--- src/rtl/rv32_decode_pkg.sv ---
// rtl/rv32_decode_pkg.sv - RV32I opcode constants and immediate-format helpers
// Purpose : shared decode definitions for the IF/ID buffer and its immediate generator.
// Contents: OP_* opcode localparams, imm_fmt_t, imm_fmt_of(), is_rv32i_opcode().
package rv32_decode_pkg;

    localparam logic [6:0] OP_LUI    = 7'b0110111;
    localparam logic [6:0] OP_AUIPC  = 7'b0010111;
    localparam logic [6:0] OP_JAL    = 7'b1101111;
    localparam logic [6:0] OP_JALR   = 7'b1100111;
    localparam logic [6:0] OP_BRANCH = 7'b1100011;
    localparam logic [6:0] OP_LOAD   = 7'b0000011;
    localparam logic [6:0] OP_STORE  = 7'b0100011;
    localparam logic [6:0] OP_IMM    = 7'b0010011;
    localparam logic [6:0] OP_REG    = 7'b0110011;
    localparam logic [6:0] OP_SYSTEM = 7'b1110011;
    localparam logic [6:0] OP_FENCE  = 7'b0001111;

    typedef enum logic [2:0] {IMM_I, IMM_S, IMM_B, IMM_U, IMM_J, IMM_NONE} imm_fmt_t;

    // R-type, FENCE and unknown opcodes carry no immediate.
    function automatic imm_fmt_t imm_fmt_of(input logic [6:0] op);
        case (op)
            OP_IMM, OP_LOAD, OP_JALR, OP_SYSTEM: return IMM_I;
            OP_STORE:                            return IMM_S;
            OP_BRANCH:                           return IMM_B;
            OP_LUI, OP_AUIPC:                    return IMM_U;
            OP_JAL:                              return IMM_J;
            default:                             return IMM_NONE;
        endcase
    endfunction

    function automatic logic is_rv32i_opcode(input logic [6:0] op);
        case (op)
            OP_LUI, OP_AUIPC, OP_JAL, OP_JALR, OP_BRANCH, OP_LOAD,
            OP_STORE, OP_IMM, OP_REG, OP_SYSTEM, OP_FENCE: return 1'b1;
            default:                                        return 1'b0;
        endcase
    endfunction

endpackage

--- src/rtl/if_id_decode_buffer_if.sv ---
// rtl/if_id_decode_buffer_if.sv - fetch-in / decode-out handshake bundle
// Purpose : groups the Fetch beat (in_*) and decoded head entry (out_*) signals.
// Modports: slave  - the buffer (consumes in_*, drives out_* and in_ready)
//           master - the environment (drives in_* and out_ready)
// Config  : out_illegal exists only when DECODE_ILLEGAL_CHECK_EN is defined.
interface if_id_decode_buffer_if;
    logic        in_valid;
    logic        in_ready;
    logic [31:0] in_pc;
    logic [31:0] in_inst;
    logic        out_valid;
    logic        out_ready;
    logic [31:0] out_pc;
    logic [6:0]  out_opcode;
    logic [4:0]  out_rd;
    logic [2:0]  out_funct3;
    logic [4:0]  out_rs1;
    logic [4:0]  out_rs2;
    logic [6:0]  out_funct7;
    logic [31:0] out_imm;
`ifdef DECODE_ILLEGAL_CHECK_EN
    logic        out_illegal;
`endif

    modport slave (
        input  in_valid, in_pc, in_inst, out_ready,
        output in_ready, out_valid, out_pc, out_opcode, out_rd, out_funct3,
               out_rs1, out_rs2, out_funct7, out_imm
`ifdef DECODE_ILLEGAL_CHECK_EN
        , output out_illegal
`endif
    );

    modport master (
        output in_valid, in_pc, in_inst, out_ready,
        input  in_ready, out_valid, out_pc, out_opcode, out_rd, out_funct3,
               out_rs1, out_rs2, out_funct7, out_imm
`ifdef DECODE_ILLEGAL_CHECK_EN
        , input out_illegal
`endif
    );
endinterface

--- src/rtl/rv32_imm_gen.sv ---
// rtl/rv32_imm_gen.sv - combinational RV32I immediate generator
// Purpose : instruction word -> sign-extended immediate (and illegal flag).
// Ports   : inst_i [31:0] in, imm_o [31:0] out,
//           illegal_o out (only when DECODE_ILLEGAL_CHECK_EN is defined).
module rv32_imm_gen
    import rv32_decode_pkg::*;
(
    input  logic [31:0] inst_i,
    output logic [31:0] imm_o
`ifdef DECODE_ILLEGAL_CHECK_EN
    ,
    output logic        illegal_o
`endif
);

    always_comb begin
        imm_o = '0;
        case (imm_fmt_of(inst_i[6:0]))
            IMM_I:   imm_o = {{20{inst_i[31]}}, inst_i[31:20]};
            IMM_S:   imm_o = {{20{inst_i[31]}}, inst_i[31:25], inst_i[11:7]};
            IMM_B:   imm_o = {{19{inst_i[31]}}, inst_i[31], inst_i[7], inst_i[30:25],
                              inst_i[11:8], 1'b0};
            IMM_U:   imm_o = {inst_i[31:12], 12'b0};
            IMM_J:   imm_o = {{11{inst_i[31]}}, inst_i[31], inst_i[19:12], inst_i[20],
                              inst_i[30:21], 1'b0};
            default: imm_o = '0;
        endcase
    end

`ifdef DECODE_ILLEGAL_CHECK_EN
    assign illegal_o = (inst_i[1:0] != 2'b11) || !is_rv32i_opcode(inst_i[6:0]);
`endif

endmodule

--- src/rtl/if_id_decode_buffer.sv ---
// rtl/if_id_decode_buffer.sv - IF/ID decode buffer: FIFO of decoded fetch beats
// Purpose : accepts {pc, inst} beats, decodes the immediate at enqueue, queues them in a
//           DEPTH-entry FIFO and presents the head entry's fields downstream.
// Ports   : clk, reset (sync, active-high), flush (drop all entries),
//           bus (if_id_decode_buffer_if.slave): in_valid/in_ready/in_pc/in_inst,
//           out_valid/out_ready/out_pc/out_opcode/out_rd/out_funct3/out_rs1/out_rs2/
//           out_funct7/out_imm (+ out_illegal with DECODE_ILLEGAL_CHECK_EN).
// Params  : DEPTH (power of two, >= 2), XLEN (32 only).
module if_id_decode_buffer
    import rv32_decode_pkg::*;
#(
    parameter int DEPTH = 2,
    parameter int XLEN  = 32
) (
    input  logic                 clk,
    input  logic                 reset,
    input  logic                 flush,
    if_id_decode_buffer_if.slave bus
);

    localparam int PW = $clog2(DEPTH);
    localparam logic [PW:0] FULL_CNT = (PW+1)'(DEPTH);

    logic [PW-1:0]   rd_ptr_q, rd_ptr_d;
    logic [PW-1:0]   wr_ptr_q, wr_ptr_d;
    logic [PW:0]     count_q,  count_d;
    logic [XLEN-1:0] pc_q   [DEPTH];
    logic [XLEN-1:0] inst_q [DEPTH];
    logic [XLEN-1:0] imm_q  [DEPTH];
    logic [XLEN-1:0] wr_imm;
    logic [XLEN-1:0] head_inst;
    logic            push;
    logic            pop;
`ifdef DECODE_ILLEGAL_CHECK_EN
    logic            illegal_q [DEPTH];
    logic            wr_illegal;
`endif

    // Decode on the write side so the head entry's immediate is ready at the register output.
    rv32_imm_gen u_imm_gen (
        .inst_i    (bus.in_inst),
        .imm_o     (wr_imm)
`ifdef DECODE_ILLEGAL_CHECK_EN
        ,
        .illegal_o (wr_illegal)
`endif
    );

    assign bus.in_ready  = (count_q != FULL_CNT);
    assign bus.out_valid = (count_q != '0);
    assign push          = bus.in_valid && bus.in_ready;
    assign pop           = bus.out_valid && bus.out_ready;

    always_comb begin
        rd_ptr_d = rd_ptr_q;
        wr_ptr_d = wr_ptr_q;
        count_d  = count_q;
        if (flush) begin
            // Wrong-path entries and any same-cycle push/pop are discarded.
            rd_ptr_d = '0;
            wr_ptr_d = '0;
            count_d  = '0;
        end else begin
            if (push) wr_ptr_d = wr_ptr_q + PW'(1);
            if (pop)  rd_ptr_d = rd_ptr_q + PW'(1);
            case ({push, pop})
                2'b10:   count_d = count_q + (PW+1)'(1);
                2'b01:   count_d = count_q - (PW+1)'(1);
                default: count_d = count_q;
            endcase
        end
    end

    always_ff @(posedge clk) begin
        if (reset) begin
            rd_ptr_q <= '0;
            wr_ptr_q <= '0;
            count_q  <= '0;
            for (int i = 0; i < DEPTH; i++) begin
                pc_q[i]      <= '0;
                inst_q[i]    <= '0;
                imm_q[i]     <= '0;
`ifdef DECODE_ILLEGAL_CHECK_EN
                illegal_q[i] <= 1'b0;
`endif
            end
        end else begin
            rd_ptr_q <= rd_ptr_d;
            wr_ptr_q <= wr_ptr_d;
            count_q  <= count_d;
            if (push && !flush) begin
                pc_q[wr_ptr_q]      <= bus.in_pc;
                inst_q[wr_ptr_q]    <= bus.in_inst;
                imm_q[wr_ptr_q]     <= wr_imm;
`ifdef DECODE_ILLEGAL_CHECK_EN
                illegal_q[wr_ptr_q] <= wr_illegal;
`endif
            end
        end
    end

    // Outputs always show the slot at rd_ptr, even when empty (don't-care then).
    assign head_inst      = inst_q[rd_ptr_q];
    assign bus.out_pc     = pc_q[rd_ptr_q];
    assign bus.out_imm    = imm_q[rd_ptr_q];
    assign bus.out_opcode = head_inst[6:0];
    assign bus.out_rd     = head_inst[11:7];
    assign bus.out_funct3 = head_inst[14:12];
    assign bus.out_rs1    = head_inst[19:15];
    assign bus.out_rs2    = head_inst[24:20];
    assign bus.out_funct7 = head_inst[31:25];
`ifdef DECODE_ILLEGAL_CHECK_EN
    assign bus.out_illegal = illegal_q[rd_ptr_q];
`endif

endmodule

--- src/flat_wrapper.sv ---
// flat-port wrapper written by rule: the top's interface ports become plain ports
module if_id_decode_buffer_flat import rv32_decode_pkg::*;
#(
    parameter int DEPTH = 2,
    parameter int XLEN  = 32
)
  (clk, reset, flush, bus_in_valid, bus_in_pc, bus_in_inst, bus_out_ready, bus_in_ready, bus_out_valid, bus_out_pc, bus_out_opcode, bus_out_rd, bus_out_funct3, bus_out_rs1, bus_out_rs2, bus_out_funct7, bus_out_imm);
  if_id_decode_buffer_if bus_i ();
  input  logic clk;
  input  logic reset;
  input  logic flush;
  input wire logic [$bits(bus_i.in_valid)-1:0] bus_in_valid;
  input wire logic [$bits(bus_i.in_pc)-1:0] bus_in_pc;
  input wire logic [$bits(bus_i.in_inst)-1:0] bus_in_inst;
  input wire logic [$bits(bus_i.out_ready)-1:0] bus_out_ready;
  output wire logic [$bits(bus_i.in_ready)-1:0] bus_in_ready;
  output wire logic [$bits(bus_i.out_valid)-1:0] bus_out_valid;
  output wire logic [$bits(bus_i.out_pc)-1:0] bus_out_pc;
  output wire logic [$bits(bus_i.out_opcode)-1:0] bus_out_opcode;
  output wire logic [$bits(bus_i.out_rd)-1:0] bus_out_rd;
  output wire logic [$bits(bus_i.out_funct3)-1:0] bus_out_funct3;
  output wire logic [$bits(bus_i.out_rs1)-1:0] bus_out_rs1;
  output wire logic [$bits(bus_i.out_rs2)-1:0] bus_out_rs2;
  output wire logic [$bits(bus_i.out_funct7)-1:0] bus_out_funct7;
  output wire logic [$bits(bus_i.out_imm)-1:0] bus_out_imm;
  assign bus_i.in_valid = bus_in_valid;
  assign bus_i.in_pc = bus_in_pc;
  assign bus_i.in_inst = bus_in_inst;
  assign bus_i.out_ready = bus_out_ready;
  assign bus_in_ready = bus_i.in_ready;
  assign bus_out_valid = bus_i.out_valid;
  assign bus_out_pc = bus_i.out_pc;
  assign bus_out_opcode = bus_i.out_opcode;
  assign bus_out_rd = bus_i.out_rd;
  assign bus_out_funct3 = bus_i.out_funct3;
  assign bus_out_rs1 = bus_i.out_rs1;
  assign bus_out_rs2 = bus_i.out_rs2;
  assign bus_out_funct7 = bus_i.out_funct7;
  assign bus_out_imm = bus_i.out_imm;
  if_id_decode_buffer #(.DEPTH(DEPTH), .XLEN(XLEN)) u_core (.clk(clk), .reset(reset), .flush(flush), .bus(bus_i));
endmodule
--- config.mk ---
export PLATFORM = sky130hd
export DESIGN_NAME = if_id_decode_buffer_flat
export DESIGN_NICKNAME = d
export VERILOG_FILES = /design/src/rtl/rv32_decode_pkg.sv /design/src/rtl/if_id_decode_buffer_if.sv /design/src/rtl/rv32_imm_gen.sv /design/src/rtl/if_id_decode_buffer.sv /design/src/flat_wrapper.sv
export SDC_FILE = /design/constraint.sdc
export NUM_CORES = 1
export LEC_CHECK = 0
export ABC_AREA = 1
export BUFFER_PORTS_ARGS = -buffer_cell sky130_fd_sc_hd__buf_2
export CORE_ASPECT_RATIO = 1.1
export CORE_MARGIN = 5
export CORE_UTILIZATION = 40
export CTS_CLUSTER_DIAMETER = 40
export DETAILED_ROUTE_END_ITERATION = 8
export PLACE_DENSITY = 0.71
export SYNTH_ARGS = -nofsm -noshare
export SYNTH_HDL_FRONTEND = slang
export SYNTH_SLANG_ARGS = --single-unit
--- constraint.sdc ---
create_clock -name clk -period 6.5 [get_ports clk]
set_input_delay 1.3 -clock clk [delete_from_list [all_inputs] [get_ports clk]]
set_output_delay 1.3 -clock clk [all_outputs]
set_load 0.01 [all_outputs]
; Word level (Yosys, flattened, before mapping)
; Memories as Yosys holds them, arrays and structs flattened. A register that Yosys moved wholly into a read port is not among the register bits.
; Cells that the tools add are included.
[op_classes]
n_eq_ne = 16
addsub = 4
muxes = 23
reduce_logical = 13
[op_table]
columns = operator, count
row1 = $pmux 32 s5, 1
row2 = $mux 32, 3
row3 = $reduce_or 32->1, 3
row4 = $eq 7x7->1 const B, 4
row5 = $mux 1, 17
row6 = $pmux 3 s5, 1
row7 = $eq 7x5->1 const B, 2
row8 = $eq 7x6->1 const B, 2
row9 = $eq 7x2->1 const B, 1
row10 = $eq 3x2->1 const B, 2
row11 = $pmux 2 s2, 1
row12 = $reduce_bool 2->1, 2
row13 = $reduce_or 2->1, 2
row14 = $reduce_or 4->1, 1
row15 = $eq 3x1->1 const B, 1
row16 = $eq 3x3->1 const B, 1
row17 = $logic_and 1x1->1, 3
row18 = $logic_not 3->1, 1
row19 = $add 1x1->1 const B, 2
row20 = $add 2x1->2 const B, 1
row21 = $eq 2x1->1 const B, 1
row22 = $eq 2x2->1 const B, 1
row23 = $ne 2x2->1 const B, 1
row24 = $sub 2x1->2 const B, 1
row25 = $logic_not 1->1, 1
[word_totals]
elab_cells = 62
ff_bits = 4
output_inout_bits = 98
ramBits = 192
n_memories = 3
[mem_list]
columns = name, words, width, rd, rd_ports_with_merged_regs, wr, line_no
row1 = u_core.imm_q, 2, 32, 1, 1, 2, if_id_decode_buffer.sv:29  ; logic [XLEN-1:0] imm_q [DEPTH];
row2 = u_core.inst_q, 2, 32, 1, 1, 2, if_id_decode_buffer.sv:28  ; logic [XLEN-1:0] inst_q [DEPTH];
row3 = u_core.pc_q, 2, 32, 1, 1, 2, if_id_decode_buffer.sv:27  ; logic [XLEN-1:0] pc_q [DEPTH];

; Logic depth before layout (Yosys ltp)
; Gate-level depths: netlist of the first run.
[logic_depth]
word_depth = 8
depth_mapped = 9
ltp_nobuf = 9

; Cells and area by module
; Synthesis of the first run repeated with hierarchy kept, for this count alone.
[hier_totals]
cells_unflattened = 884
area_unflattened_um2 = 9441.6
[by_module_without_submodules]
columns = mod, area_per_inst_um2, instances, cells_per_inst
row1 = if_id_decode_buffer, 8405.6, 1, 647
row2 = rv32_imm_gen, 1036.0, 1, 237

; Worst setup path before layout of the first run
; No wires, ideal clock.
[synth_timing]
kind = input to register
start = input flush
end = memory u_core.imm_q[0][0], enable pin
path_stages = 5
setup_slack_ps = 1882
t_required_ps = 6042
arrival_time_ps = 4161
cell_sequence = nor2_1 -> nand2_1 -> buf_2 -> buf_2 -> nand2_1
[synth_lines]
columns = item, line_no
row1 = start: declaration, flat_wrapper.sv:11  ; input logic flush;
row2 = end: declaration, if_id_decode_buffer.sv:29

==> metrics.yaml, run 1 <==
coreArea_um2: 22110
yosysWarningCount: 0
ys_seq_area_share_pct: 65.23
via_per_inst: 5.057
p_per_area_nw_per_um2: 263.3
synth_largest_area_cell: "edfxtp_1"
drt-initial-drc-count: 456
pwr-share-seq_pct: 52.6
synth.avg_cell_area_um2: 11.77
synth_top_area_share_pct: 64.12
wl_per_cell_um: 17.65
setup_ws_ns: 2.689
clkTransAtPathRegs_ns: 0.07
overflow: 0
clock_latency_ns: 0.42
syn_inst: 764
place_hpwl_um: 13680
required_ns: 5.20
grt_pass1_vias: 6311
synthToLayoutAreaGrowth_pct: 18.31
num_antenna_cells: 0
clockPowerShare_pct: 39.2
ant_nets: 0
cp_top_family: "flip-flops"
total_power_mw: 2.802
pre_cts_ws_ns: 2.844
min_path_type: "register to register"
ys_types: 20
post_cts_buffers: 0
ys_top_cells_by_area: "edfxtp_1, mux2_2, nor2_1"
internal_power_mw: 2.181
worstMarginPinSlew_ns: 1.137
rsz0062_at_grt: "false"
h-tree-depth: 4
path_max_fanout: 75
numCtsBuffers: 17
grt_pass1_wl_um: 33800
tritoncts: "done"
synth_top_flop_cell: "edfxtp_1"
final-setup-viol-count: 0
dp_cells: 1187
fmax_mhz: 262.4
layout_min_cycle_time_ns: 3.811
skew_ns: 0.007491
cp_cell_sequence: "buf_4 -> mux2_2 -> buf_2"
p_switching_uw: 620.9
drv_slew: 0
rows: 57
path_class: "register to output pin"
fin_crit_sh_pct: 58.64
layout.cells.non_filler: 1217
num_io_pins: 167
cts-hold-fix-buffers: 0
initial_utilization_pct: 40.67
clock-sinks: 197
synth-edff-count: 192
endpoint_kind: "output pin"
first_pass_iters: 5
drc: 0
comb_power_share_pct: 8.2
via_count: 6154
ys_seq_elements: 197
track_usage_pct: 16.71
cts_resized: 0
dieArea_um2: 25580
synth-async-reset-ratio_pct: 0
slowest_stage: "dfxtp_4"
place.gp.congestion: 0.8671
synth_commonest_cells: "edfxtp_1, nor2_1, mux2_2"
worst-path-buf-inv: 2
die_w_um: 153.0
finalWirelength_um: 21480
portBuffers: 166
cpPeakStageDelay_ns: 1.06
cts_root_buf: "clkbuf_16"
grt_max_degree: 98
syn_nets: 834
leakage_nw: 4.564
max_slew_margin_pct: 24.18
antenna_found_initial: 4
peakVddDrop_mv: 0.1705
layout.nets: 981
clk_path_buf_depth: 2
hold_violations: 0
fin_util_pct: 48.12
synth_area_um2: 8992
dieHeight_um: 167.3
drive_gt1_share_pct: 34.38
tns_ns: 0
switching_share_pct: 22.16
drv_cap: 0
status: "completed"
crit_path_start_kind: "register"
synth_most_common_cell: "edfxtp_1"
crit_arrival_ns: 2.51
[power by group through the flow]
stage,registers [mW],clock network [mW],logic [mW]
after floorplan,1.49,0,0.134
after detailed placement,1.50,0,0.232
final,1.47,1.10,0.229
after CTS,1.47,1.12,0.233
after global routing,1.48,1.17,0.253
after global placement,1.50,0,0.230
[cell type report]
type,instances,area (um2)
well taps,295,369.1
clock inverters,12,177.7
multi-input cells,452,2651
fillers,2034,11470
clock buffers,18,429.2
inverters,71,266.5
repair buffers,172,875.8
flip-flops and latches,197,5869
[metrics by stage]
step	cell area [um2]	hold slack [ns]
6_report	10640	0.4573
5_1_grt	10640	0.5093
4_1_cts	10640	0.4608
3_5_place_dp	10030	0.4459
3_3_place_gp	10030	0.4291
2_1_floorplan	8992	0.4255
[sequential cells by signal, indices dropped and copies added, names as in the netlist, named ones only]
name	cells
u_core.count_q	2
u_core.imm_q	64
u_core.inst_q	64
u_core.pc_q	64
u_core.rd_ptr_q	1
u_core.wr_ptr_q	1
[logic make-up (layout without fill, tap and decap cells)]
group / Yosys count / in the layout / share of synthesized area [%]
AND/OR/NAND/NOR: 295 / 295 / 13.65
flip-flops: 197 / 197 / 65.23
buffers and inverters: 115 / 273 / 5.621
multiplexers: 96 / 96 / 12.02
AO/OA/AOI/OAI: 60 / 60 / 3.339
adder cells (fa/ha/maj): 1 / 1 / 0.1391
[worst reg2reg max path, cell delays in order (launching register included)]
cell	delay, ns
dfxtp_1	0.36
inv_2	0.06
nand2_1	0.08
nand2_1	0.12
nor2_1	0.18
nand2_4	0.08
nand2_4	0.54
buf_4	0.67
[final timing paths]
| path | end | start | slack (ns) | depth (start not counted) |
|---|---|---|---|---|
| min reg2reg | u_core.rd_ptr_q$_SDFFE_PP0P_ | u_core.rd_ptr_q$_SDFFE_PP0P_ | 0.46 | 1 |
| max reg2reg | u_core.inst_q[0][24]$_SDFFCE_PN0P_ | u_core.count_q[0]$_SDFFE_PP0P_ | 4.02 | 7 |
| min | u_core.rd_ptr_q$_SDFFE_PP0P_ | u_core.rd_ptr_q$_SDFFE_PP0P_ | 0.46 | 1 |
| max | bus_out_imm[21] | register | 2.69 | 3 |
[routing by layer]
metal  vias to the layer above  routed length, um  track usage [%]
li1                       2898                  -                -
met1                      2931               8879            21.39
met2                       277              10390            27.99
met3                        40               1754            4.750
met4                         8                409            4.611
met5                         -                 46                0
[layout by cell type, fill, tap and decap left out]
cell type	n
a21oi_1	55
buf_2	166
buf_4	6
bufinv_16	4
clkbuf_1	1
clkbuf_16	17
clkinv_1	1
clkinv_2	1
clkinvlp_4	3
dfxtp_1	4
dfxtp_4	1
edfxtp_1	192
ha_1	1
inv_1	66
inv_2	5
inv_6	3
mux2_2	96
nand2_1	55
nand2_2	3
nand2_4	3
nand3_1	42
nand3_2	3
nand3_4	1
nor2_1	169
nor2_2	4
nor2_4	1
nor3_1	14
o21ai_0	5
No activity file was read; power rests on OpenSTA's default activity.
==> run 2, diff against run 1 <==
--- a/config.mk
+++ b/config.mk
@@ -12,7 +12,7 @@
 export CORE_UTILIZATION = 40
 export CTS_CLUSTER_DIAMETER = 40
 export DETAILED_ROUTE_END_ITERATION = 8
-export PLACE_DENSITY = 0.71
+export PLACE_DENSITY = 0.73
 export SYNTH_ARGS = -nofsm -noshare
 export SYNTH_HDL_FRONTEND = slang
 export SYNTH_SLANG_ARGS = --single-unit
==> constraint.sdc (replaced) <==
create_clock -name clk -period 3.12 [get_ports clk]
set_input_delay 0.624 -clock clk [delete_from_list [all_inputs] [get_ports clk]]
set_output_delay 0.624 -clock clk [all_outputs]
set_load 0.01 [all_outputs]
==> run 2 against run 1 <==
Compared with the run above:
- die area unchanged
- largest power group unchanged
- sequential cell count unchanged
- clock skew decreased by 0.00078 ns
- critical path type unchanged
- highest routed layer unchanged
- critical endpoint is now bus_out_imm[27]
- largest cell class unchanged
- hold slack improved by 0.0015 ns
- total power increased by 99%
==> metrics.yaml, run 2 (synthesized netlist as in run 1, its figures left out) <==
status: "completed"
cts_resized: 0
max_slew_margin_pct: 21.48
layout_min_cycle_time_ns: 2.600
dieHeight_um: 167.3
reg2reg_slack_ns: 0.93
worstMarginPinSlew_ns: 1.178
rsz0062_at_grt: "false"
layout.cells.non_filler: 1225
dieArea_um2: 25580
numCtsBuffers: 17
reg2reg_from: "u_core.count_q[0]$_SDFFE_PP0P_"
post_cts_buffers: 0
clk_path_buf_depth: 2
hold_depth: 1
required_ns: 2.50
via_count: 6094
clock-sinks: 197
final_cell_mix: "edfxtp_1, nor2_1, buf_2, mux2_2, inv_1"
cts_root_buf: "clkbuf_16"
path_max_fanout: 34
tritoncts: "done"
endpoint_kind: "output pin"
coreArea_um2: 22110
finalWirelength_um: 20860
peakVddDrop_mv: 0.3574
cts-hold-fix-buffers: 0
drc: 0
portBuffers: 166
leakage_nw: 4.588
ant_nets: 0
die_w_um: 153.0
num_antenna_cells: 0
wl_per_cell_um: 17.03
grt_pass1_vias: 6015
crit_path_start_kind: "register"
fill_cells: 2031
path_class: "register to output pin"
layout_commonest_cell: "edfxtp_1"
crit_arrival_ns: 1.98
num_io_pins: 167
drt-initial-drc-count: 434
drv_cap: 0
clkTransAtPathRegs_ns: 0.07
p_per_area_nw_per_um2: 521.4
min_path_type: "register to register"
antenna_found_initial: 4
tns_ns: 0
layout.nets: 987
fmax_mhz: 384.6
clock_latency_ns: 0.42
drv_slew: 0
hold_violations: 0
overflow: 0
via_per_inst: 4.975
hold_start: "u_core.rd_ptr_q$_SDFFE_PP0P_"
final-setup-viol-count: 0
rows: 57
dp_cells: 1193
fin_crit_sh_pct: 83.33
synthToLayoutAreaGrowth_pct: 18.85
place_hpwl_um: 13710
holdWs_ns: 0.4588
r2r-end: "u_core.imm_q[1][8]$_SDFFCE_PN0P_"
skew_ns: 0.006711
place.gp.congestion: 0.8152
track_usage_pct: 16.21
initial_utilization_pct: 40.67
reg_top3: "u_core.imm_q: 64 flops, u_core.inst_q: 64 flops, u_core.pc_q: 64 flops"
grt_pass1_wl_um: 32600
drive_gt1_share_pct: 34.84
grt_max_degree: 98
h-tree-depth: 4
first_pass_iters: 5
reg2reg_depth: 7
==> run 2: changes by cell type in the layout (fill, tap and decap cells not counted), sizes merged <==
cell and change:
clkinv +3, buf +6, clkbuf +2, inv +1, bufinv -4
==> run 2: layout make-up <==
cell class / count / area (um2) / share of cell area, %
clock buffer: 20 / 436.7 / 4.086
clock inverter: 12 / 98.84 / 0.9248
inverter: 71 / 266.5 / 2.494
multi-input combinational: 452 / 2651 / 24.81
sequential: 197 / 5869 / 54.92
tap: 295 / 369.1 / 3.454
timing repair buffer: 178 / 996.0 / 9.319
==> run 2: power breakdown <==
| part | switching, mW | internal (mW) |
|---|---|---|
| clock network | 0.976 | 1.04 |
| registers | 0.0315 | 3.02 |
| logic | 0.311 | 0.195 |
| total | 1.32 | 4.25 |
==> run 2: metal layers <==
| metal | track usage [%] | routed length, um | vias to the layer above |
|---|---|---|---|
| met2 | 27.41 | 10370 | 201 |
| met1 | 20.57 | 8688 | 2923 |
| met4 | 4.843 | 370 | 8 |
| li1 | - | - | 2931 |
| met3 | 4.259 | 1390 | 31 |
| met5 | 0 | 46 | - |
==> run 2: critical path: stages (launching register included) <==
cell     delay, ns
dfxtp_4       0.66
buf_4         0.34
mux2_2        0.39
buf_2         0.15
==> run 2: worst max path at each step <==
| stage | startpoint | endpoint | slack (ns) | cells past startpoint |
|---|---|---|---|---|
| 2_1_floorplan | flush | u_core.imm_q[0][0]$_SDFFCE_PN0P_ | 0.12 | 5 |
| 3_3_place_gp | bus_in_inst[4] | u_core.imm_q[0][10]$_SDFFCE_PN0P_ | 0.64 | 7 |
| 3_5_place_dp | bus_in_inst[4] | u_core.imm_q[0][10]$_SDFFCE_PN0P_ | 0.59 | 7 |
| 4_1_cts | register | bus_out_imm[27] | 0.44 | 3 |
| 5_1_grt | register | bus_out_imm[27] | 0.38 | 3 |
| 6_report | register | bus_out_imm[27] | 0.52 | 3 |
==> run 2: metrics by stage <==
stage	util (%)	instance area, um2	power (mW)	setup slack, ns
after floorplan	-	8997	3.386	0.1247
after global placement	45.92	10150	3.617	0.6401
after detailed placement	45.92	10150	3.630	0.5888
after CTS	48.34	10690	5.618	0.4409
after global routing	48.34	10690	5.795	0.3779
final	48.34	10690	5.572	0.5202
